`src/rtl/uart_rx_ctrl.sv`:
```
// uart_rx_ctrl: receive-frame controller for the serial receiver.
// Runs on the 16x data-rate clock. It drives the enable of the bit-sampling
// counter (bsc), uses the counter's sample index to find the start bit, and
// samples data, parity and stop bits at mid-bit. Each completed character is
// held in an output register with a valid/acknowledge handshake and status.
//
// Ports:
//   clk          16x data-rate clock
//   rst          asynchronous, active-high reset
//   rxd          raw serial line, idle high, asynchronous to clk
//   bitProgress  bsc sample index (0..15 while enabled)
//   rdAck        consumer has taken rxData (pulse)
//   bscEnable    registered enable to bsc, high in every state except IDLE
//   rxData       last completed character
//   rxValid      rxData holds an unread character
//   frameErr     stop bit of the current rxData sampled 0
//   parityErr    parity mismatch on the current rxData
//   overrun      sticky, a character completed while rxValid was set
//   busy         frame in progress
module uart_rx_ctrl #(
  parameter int unsigned DATA_BITS  = 8,
  parameter int unsigned PARITY_EN  = 0,
  parameter int unsigned PARITY_ODD = 0
) (
  input  logic                 clk,
  input  logic                 rst,
  input  logic                 rxd,
  input  logic [3:0]           bitProgress,
  input  logic                 rdAck,
  output logic                 bscEnable,
  output logic [DATA_BITS-1:0] rxData,
  output logic                 rxValid,
  output logic                 frameErr,
  output logic                 parityErr,
  output logic                 overrun,
  output logic                 busy
);

  localparam int unsigned CNT_W = (DATA_BITS > 1) ? $clog2(DATA_BITS) : 1;
  localparam logic        PAR_ON  = (PARITY_EN != 0);
  localparam logic        PAR_ODD = (PARITY_ODD != 0);

  typedef enum logic [2:0] {
    IDLE   = 3'd0,
    START  = 3'd1,
    DATA   = 3'd2,
    PARITY = 3'd3,
    STOP   = 3'd4
  } state_t;

  state_t               state_q, state_d;
  logic                 rx_meta, rx_s, rx_p;
  logic [CNT_W-1:0]     bit_cnt_q;
  logic [DATA_BITS-1:0] shift_q;
  logic                 par_bit_q;

  logic mid_bit, bit_end, start_edge;
  logic shift_en, par_en, cnt_clr, cnt_inc, complete;

  assign mid_bit    = (bitProgress == 4'd7);
  assign bit_end    = (bitProgress == 4'd15);
  assign start_edge = ~rx_s & rx_p;

  // Two-flop synchronizer plus one delayed copy for falling-edge detection.
  always_ff @(posedge clk or posedge rst) begin
    if (rst) begin
      rx_meta <= 1'b1;
      rx_s    <= 1'b1;
      rx_p    <= 1'b1;
    end else begin
      rx_meta <= rxd;
      rx_s    <= rx_meta;
      rx_p    <= rx_s;
    end
  end

  // State register.
  always_ff @(posedge clk or posedge rst) begin
    if (rst) state_q <= IDLE;
    else     state_q <= state_d;
  end

  // Next-state and datapath strobes.
  always_comb begin
    state_d  = state_q;
    shift_en = 1'b0;
    par_en   = 1'b0;
    cnt_clr  = 1'b0;
    cnt_inc  = 1'b0;
    complete = 1'b0;
    case (state_q)
      IDLE: begin
        if (start_edge) state_d = START;
      end
      START: begin
        if (mid_bit && rx_s) begin
          state_d = IDLE;
        end else if (bit_end) begin
          state_d = DATA;
          cnt_clr = 1'b1;
        end
      end
      DATA: begin
        shift_en = mid_bit;
        if (bit_end) begin
          if (bit_cnt_q == CNT_W'(DATA_BITS - 1)) state_d = PAR_ON ? PARITY : STOP;
          else                                    cnt_inc = 1'b1;
        end
      end
      PARITY: begin
        par_en = mid_bit;
        if (bit_end) state_d = STOP;
      end
      STOP: begin
        // Complete at stop mid-bit so back-to-back frames can resynchronize.
        if (mid_bit) begin
          complete = 1'b1;
          state_d  = IDLE;
        end
      end
      default: state_d = IDLE;
    endcase
  end

  // Bit counter, shift register and parity capture.
  always_ff @(posedge clk or posedge rst) begin
    if (rst) begin
      bit_cnt_q <= '0;
      shift_q   <= '0;
      par_bit_q <= 1'b0;
    end else begin
      if (cnt_clr)      bit_cnt_q <= '0;
      else if (cnt_inc) bit_cnt_q <= bit_cnt_q + CNT_W'(1);
      if (shift_en)     shift_q   <= {rx_s, shift_q[DATA_BITS-1:1]};
      if (par_en)       par_bit_q <= rx_s;
    end
  end

  // Enable/busy follow the next state so bsc starts counting on START entry.
  always_ff @(posedge clk or posedge rst) begin
    if (rst) begin
      bscEnable <= 1'b0;
      busy      <= 1'b0;
    end else begin
      bscEnable <= (state_d != IDLE);
      busy      <= (state_d != IDLE);
    end
  end

  // Output character register and handshake/status.
  always_ff @(posedge clk or posedge rst) begin
    if (rst) begin
      rxData    <= '0;
      rxValid   <= 1'b0;
      frameErr  <= 1'b0;
      parityErr <= 1'b0;
      overrun   <= 1'b0;
    end else if (complete) begin
      rxData    <= shift_q;
      rxValid   <= 1'b1;
      frameErr  <= ~rx_s;
      parityErr <= PAR_ON & (^shift_q ^ par_bit_q ^ PAR_ODD);
      if (rxValid && !rdAck) overrun <= 1'b1;
      else if (rdAck)        overrun <= 1'b0;
    end else if (rdAck && rxValid) begin
      rxValid <= 1'b0;
      overrun <= 1'b0;
    end
  end

endmodule

```
`config.mk`:
```
export PLATFORM = sky130hd
export DESIGN_NAME = uart_rx_ctrl
export DESIGN_NICKNAME = d
export VERILOG_FILES = /design/src/rtl/uart_rx_ctrl.sv
export SDC_FILE = /design/constraint.sdc
export NUM_CORES = 1
export LEC_CHECK = 0
export CAP_MARGIN = 20
export CORE_UTILIZATION = 55
export DETAILED_ROUTE_END_ITERATION = 6
export GPL_TIMING_DRIVEN = 1
export PLACE_DENSITY = 0.83
export SKIP_CTS_REPAIR_TIMING = 1
export SYNTH_ARGS = -nofsm -noshare
export SYNTH_HDL_FRONTEND = slang
export SYNTH_SLANG_ARGS = --single-unit
```
`constraint.sdc`:
```
create_clock -name clk -period 3.5 [get_ports clk]
set_input_delay 0.7 -clock clk [delete_from_list [all_inputs] [get_ports clk]]
set_output_delay 0.7 -clock clk [all_outputs]
set_load 0.02 [all_outputs]
```
==> results.rst, run 1 <==
.. list-table::
   :header-rows: 1

   * - Metric
     - Value
   * - Outcome
     - finished clean
   * - Hold violation count in the final report
     - 0
   * - Ratio of total power to cell area
     - 491 nW/µm²
   * - Crit-path slowest cell
     - or4_1
   * - Setup TNS
     - 0 ps
   * - Category of the worst setup path launch point
     - input pin
   * - Clock tree from TritonCTS
     - built
   * - HP Class
     - flip-flop to flip-flop
   * - Synth warnings
     - 0
   * - Total length of routed wires
     - 1.88 mm
   * - Grt total ovfl
     - 0
   * - Highest attainable clock frequency
     - 449 MHz
   * - Slowest stage delay, CP
     - 730 ps
   * - Final core area utilization
     - 0.738
   * - Cell count of the worst reg-to-reg path
     - 3
   * - Most area-consuming cells after synthesis
     - dfrtp_1 52%, mux2_4 9.6%, mux2_2 7.2%
   * - Pin slew with the least headroom to its limit
     - 693 ps
   * - Initial antenna violation count
     - 0
   * - Post-Syn Area
     - 1250 µm²
   * - Arrival @ worst endpoint
     - 2430 ps
   * - Top Family by Delay on Critical Path
     - simple AND/OR/NAND/NOR gates
   * - Clk buf depth
     - 2
   * - Critical path class
     - input pin to flip-flop
   * - Crit path capture
     - shift_q[6]
   * - Slew headroom
     - 0.537
   * - Routed wirelength normalized by instance count
     - 13.4 µm
   * - Clock latency at the later pin of the worst-skew pair
     - 320 ps
   * - Number of CTS-inserted buffers
     - 5
   * - RePlAce Congestion
     - 0.699
   * - FF+latch count, synth
     - 29
   * - Core footprint
     - 2040 µm²
   * - Critical Path Stages
     - 4
   * - Total iterations of the first detailed-routing run
     - 3
   * - Critical path data required time
     - 3700 ps
   * - Worst setup slack for register-to-register paths
     - 1670 ps
   * - Effective utilization at floorplan
     - 0.613
   * - Cell count after synthesis
     - 90
   * - Met1 routed wirelength after detailed routing
     - 880 µm
   * - Routed wire length on met2
     - 912 µm
   * - IO buf count
     - 20
   * - Number of max-capacitance violations reported
     - 0
   * - Clock Pin Slew Worst Setup and Hold Paths
     - 90 ps
   * - Post-synthesis cell type with the largest combined area
     - dfrtp_1
   * - Antenna viol nets, final
     - 0
   * - Share of synthesized registers carrying an async set or reset
     - 1.00
   * - Sum of met3 wire segment lengths after detailed routing
     - 77 µm
   * - Highest routed layer
     - met4
   * - Horizontal die dimension
     - 49.7 µm
   * - Layout Area Growth over Synthesis
     - 20.3%
   * - Endpoint of the worst-slack reg-to-reg timing path
     - overrun
   * - Setup repair after global routing missed its margin
     - false
   * - Total routing usage reported by global routing
     - 0.198
   * - Final nets
     - 123
   * - Count of cells along the worst hold path
     - 0
   * - CP Max Fanout
     - 8
   * - DIE HEIGHT
     - 49.7 µm
   * - Maximum number of pins on one net before global-route repair
     - 20
   * - Final-report max-slew violation count
     - 0
   * - Combined buffer and inverter count along the critical path
     - 1
   * - Standard-cell rows
     - 16
   * - Post-route setup slack
     - 1270 ps
   * - Most frequent cells after synthesis
     - 26 x dfrtp_1, 8 x mux2_2, 8 x mux2_4, 6 x o21ai_0
   * - Io pins
     - 22
   * - Layout cell share with drive strength beyond 1
     - 0.263
   * - Die Footprint
     - 2470 µm²
   * - CP startpoint
     - bitProgress[1]
   * - Cell chain of the critical path
     - clkdlybuf4s50_1, nand3_1, or4_1, mux2_4
   * - Count of flip-flops with a built-in enable after synthesis
     - 0
   * - Antenna diode instance count
     - 0
   * - Vias in the first global route
     - 794
   * - Post-DP HPWL
     - 1.40 mm
   * - Avg Inst Size Synth
     - 13.9 µm²
   * - Worst Setup End Kind
     - flip-flop
   * - Maximum level of the CTS H-tree
     - 2
   * - Number of standard cells in the layout, taps in and fillers out
     - 141
   * - Worst reg2reg startpoint
     - state_q[1]
   * - Number of different library cells in the post-synthesis netlist
     - 31
   * - Number of endpoints failing setup at the final stage
     - 0
   * - Global-route wire length before repair
     - 3.55 mm
   * - Post-Synthesis Net Count
     - 100
   * - Via total after detailed routing
     - 767
   * - CTS Root Cell
     - clkbuf_4
   * - DR vias/cell
     - 5.44
   * - Worst clock skew
     - 16.5 ps
   * - Share of the synthesized area in the top cell type
     - 0.519
   * - Most used standard cell by instance count after synthesis
     - dfrtp_1
   * - VDD IR max
     - 433 µV
   * - Share of the cycle needed by the critical path after routing
     - 0.637
   * - Share of the yosys chip area belonging to registers
     - 0.582
   * - Number of fill cells
     - 154
   * - Top_reg_cell synth
     - dfrtp_1
   * - Total placed cells including tap cells
     - 133
   * - Leakage power figure
     - 0.711 nW
   * - Final worst path period need
     - 2230 ps
   * - Worst slack, placed
     - 932 ps
   * - Clock sink count
     - 29
   * - Drt first-iter violations
     - 2
   * - Remaining design rule violation count
     - 0
[cell type report]
cell class	instances	area (µm²)	share of cell area
well taps	27	33.8	0.0224
clock buffers	5	37.5	0.0249
multi-input cells	54	473	0.314
flip-flops and latches	29	729	0.484
inverters	2	7.51	0.00498
clock inverters	3	17.5	0.0116
repair buffers	21	208	0.138
[state kept, by name, indices dropped and copies added (netlist names)]
signal     flops
bit_cnt_q      3
busy           1
frameErr       1
overrun        1
rxData         8
rxValid        1
rx_meta        1
rx_p           1
rx_s           1
shift_q        8
state_q        3
[layer usage]
layer | GRT usage | vias up
met5 | 0 | -
met4 | 0.0905 | 0
met3 | 0.0556 | 2
met2 | 0.311 | 17
met1 | 0.253 | 380
li1 | - | 368
[report_power, final]
part	internal (W)	switching, W	total, W
clock	0.0000756	0.000114	0.000190
combinational	0.0000720	0.0000625	0.000135
sequential	0.000372	0.0000429	0.000415
total	0.000519	0.000220	0.000739
[how the worst min path moves through the flow]
stage,slack (ps),to,start
6_report,350,rx_s,rx_meta
5_1_grt,360,rx_s,rx_meta
4_1_cts,350,rx_s,rx_meta
3_5_place_dp,350,rx_s,rx_meta
3_3_place_gp,350,rx_s,rx_meta
2_1_floorplan,350,rx_s,rx_meta
[cells by family (layout without fill, tap and decap cells)]
group	after synthesis	in the layout	share of synthesized area
AOI/OAI and AO/OA	14	14	0.0709
xor gates and xnor gates	1	1	0.00699
adders and majority gates	2	2	0.0200
buffers and inverters	7	31	0.0400
DFF	29	29	0.582
muxes	16	16	0.168
other	1	1	0.00299
and+or+nand+nor	20	20	0.109
[cells in the final DEF (no fill, tap or decap), drive strengths merged, types with 3 or more instances in the layout]
| cell | count |
|---|---|
| dfrtp | 26 |
| nand3b | 3 |
| dfstp | 3 |
| clkbuf | 5 |
| mux2 | 16 |
| clkdlybuf4s50 | 20 |
| nor2 | 3 |
| o21ai | 6 |
[stage by stage]
stage                     area (µm²)  total power [W]  hold WS [ps]
after detailed placement        1450         0.000556           347
final                           1510         0.000739           354
after global routing            1510         0.000786           356
after CTS                       1510         0.000746           352
after floorplan                 1250         0.000510           345
after global placement          1450         0.000549           347
No activity file was read; power rests on OpenSTA's default activity.
==> run 2, diff against run 1 <==
--- a/config.mk
+++ b/config.mk
@@ -6,10 +6,10 @@
 export NUM_CORES = 1
 export LEC_CHECK = 0
 export CAP_MARGIN = 20
-export CORE_UTILIZATION = 55
+export CORE_UTILIZATION = 46
 export DETAILED_ROUTE_END_ITERATION = 6
 export GPL_TIMING_DRIVEN = 1
-export PLACE_DENSITY = 0.83
+export PLACE_DENSITY = 0.74
 export SKIP_CTS_REPAIR_TIMING = 1
 export SYNTH_ARGS = -nofsm -noshare
 export SYNTH_HDL_FRONTEND = slang
==> constraint.sdc (replaced) <==
create_clock -name clk -period 2 [get_ports clk]
set_input_delay 0.4 -clock clk [delete_from_list [all_inputs] [get_ports clk]]
set_output_delay 0.4 -clock clk [all_outputs]
set_load 0.02 [all_outputs]
==> results.rst, run 2 (same netlist as run 1, synthesis figures left out) <==
.. list-table::
   :header-rows: 1

   * - Metric
     - Value
   * - Outcome
     - finished clean (unchanged)
   * - Io pins
     - 22 (unchanged)
   * - Total length of routed wires
     - 1.98 mm (was 1.88 mm)
   * - Critical path data required time
     - 2200 ps (was 3700 ps)
   * - DR vias/cell
     - 5.22 (was 5.44)
   * - IO buf count
     - 20 (unchanged)
   * - Worst setup slack for register-to-register paths
     - 280 ps (was 1670 ps)
   * - Design Power
     - 0.00136 W (was 0.000739 W)
   * - Number of max-capacitance violations reported
     - 0 (unchanged)
   * - Top library cells by usage in the layout, fill and taps aside
     - 26 x dfrtp_1, 20 x clkdlybuf4s50_1, 8 x mux2_2, 8 x mux2_4, 6 x o21ai_0 (unchanged)
   * - Total routing usage reported by global routing
     - 0.174 (was 0.198)
   * - Worst reg2reg startpoint
     - state_q[2] (was state_q[1])
   * - Remaining design rule violation count
     - 0 (unchanged)
   * - Vias in the first global route
     - 764 (was 794)
   * - Layout Area Growth over Synthesis
     - 23.6% (was 20.3%)
   * - Setup repair after global routing missed its margin
     - false (unchanged)
   * - Hold violation count in the final report
     - 0 (unchanged)
   * - Final worst path period need
     - 1820 ps
   * - Initial antenna violation count
     - 0 (unchanged)
   * - Drt first-iter violations
     - 3 (was 2)
   * - Antenna diode instance count
     - 0 (unchanged)
   * - Leading cell type in the layout, fill and taps excluded
     - dfrtp_1 (unchanged)
   * - Maximum number of pins on one net before global-route repair
     - 30 (was 20)
   * - HP Class
     - flip-flop to flip-flop (unchanged)
   * - Horizontal die dimension
     - 54.2 µm (was 49.7 µm)
   * - Category of the worst setup path launch point
     - input pin (unchanged)
   * - Ratio of total power to cell area
     - 880 nW/µm² (was 491 nW/µm²)
   * - Worst clock skew
     - 8.73 ps (was 16.5 ps)
   * - DIE HEIGHT
     - 54.2 µm (was 49.7 µm)
   * - Clk buf depth
     - 2 (unchanged)
   * - Clock sink count
     - 29 (unchanged)
   * - VDD IR max
     - 568 µV (was 433 µV)
   * - Beginning of the worst hold path
     - rx_meta (unchanged)
   * - Maximum level of the CTS H-tree
     - 2 (unchanged)
   * - Total iterations of the first detailed-routing run
     - 4 (was 3)
   * - Number of CTS-inserted buffers
     - 5 (unchanged)
   * - Clock Pin Slew Worst Setup and Hold Paths
     - 80 ps (was 90 ps)
   * - Antenna viol nets, final
     - 0 (unchanged)
   * - Core footprint
     - 2520 µm² (was 2040 µm²)
   * - CTS Root Cell
     - clkbuf_4 (unchanged)
   * - Effective utilization at floorplan
     - 0.497 (was 0.613)
   * - RePlAce Congestion
     - 0.897 (was 0.699)
   * - Endpoint of the worst-slack reg-to-reg timing path
     - shift_q[5] (was overrun)
   * - Cell count of the worst reg-to-reg path
     - 4 (was 3)
   * - Routed wirelength normalized by instance count
     - 13.5 µm (was 13.4 µm)
   * - Post-DP HPWL
     - 1.41 mm (was 1.40 mm)
   * - Number of standard cells in the layout, taps in and fillers out
     - 147 (was 141)
   * - Critical path class
     - input pin to flip-flop (unchanged)
   * - CP Max Fanout
     - 8 (unchanged)
   * - Number of endpoints failing setup at the final stage
     - 0 (unchanged)
   * - Leakage power figure
     - 0.734 nW (was 0.711 nW)
   * - Biggest registers after layout
     - rxData (8), shift_q (8) (unchanged)
   * - Die Footprint
     - 2940 µm² (was 2470 µm²)
   * - Global-route wire length before repair
     - 3.45 mm (was 3.55 mm)
   * - Final-report max-slew violation count
     - 0 (unchanged)
   * - Clock latency at the later pin of the worst-skew pair
     - 320 ps (about the same)
   * - Final nets
     - 126 (was 123)
   * - WHS Endpoint
     - rx_s (unchanged)
   * - Share of the cycle needed by the critical path after routing
     - 0.912
   * - Clock tree from TritonCTS
     - built (unchanged)
   * - Highest attainable clock frequency
     - 548 MHz
   * - Arrival @ worst endpoint
     - 2030 ps (was 2430 ps)
   * - Total placed cells including tap cells
     - 139 (was 133)
   * - Via total after detailed routing
     - 768 (was 767)
   * - Grt total ovfl
     - 0 (unchanged)
   * - Count of cells along the worst hold path
     - 0 (unchanged)
   * - Standard-cell rows
     - 18 (was 16)
   * - Worst Setup End Kind
     - flip-flop (unchanged)
   * - Layout cell share with drive strength beyond 1
     - 0.282 (was 0.263)
[run 2: where the power goes]
| part | internal, W | switching [W] |
|---|---|---|
| Combinational | 0.000128 | 0.000108 |
| Sequential | 0.000650 | 0.0000762 |
| Clock | 0.000203 | 0.000196 |
| Total | 0.000982 | 0.000380 |
[run 2: worst max path at each step]
stage | from | end | depth (start not counted)
CTS | bitProgress[1] | shift_q[5] | 5
global route | bitProgress[0] | shift_q[4] | 5
floorplan | state_q[2] | shift_q[0] | 5
detailed placement | bitProgress[1] | shift_q[5] | 5
global placement | bitProgress[1] | shift_q[5] | 5
finish | bitProgress[1] | shift_q[5] | 5
[run 2: cell type report]
class / instances / area [µm²]
clock buffer: 7 / 65.1
clock inverter: 1 / 5.00
fill: 204 / 975
inverter: 2 / 7.51
multi-input combinational: 54 / 473
sequential: 29 / 729
tap: 30 / 37.5
timing repair buffer: 24 / 230
[run 2: worst max-delay path, stage by stage]
cell and delay (ps):
clkdlybuf4s50_1 520, nand3_1 110, or4_1 490, buf_4 200, mux2_4 310
[run 2: through the flow]
stage / hold slack [ps] / area, µm² / setup slack, ps / setup TNS, ps / utilization
final: 359 / 1550 / 176 / 0 / 0.614
after global routing: 368 / 1550 / 153 / 0 / 0.614
after CTS: 361 / 1550 / 181 / 0 / 0.614
after detailed placement: 348 / 1480 / -162 / -1250 / 0.586
after global placement: 346 / 1480 / -102 / -790 / 0.586
after floorplan: 345 / 1250 / 409 / 0 / -
[run 2: per-layer routing]
| layer | track usage | up-vias | wire length [µm] |
|---|---|---|---|
| li1 | - | 372 | - |
| met1 | 0.215 | 378 | 911 |
| met2 | 0.260 | 15 | 948 |
| met3 | 0.0650 | 3 | 89 |
| met4 | 0.0940 | 0 | 34 |
| met5 | 0 | - | 0 |
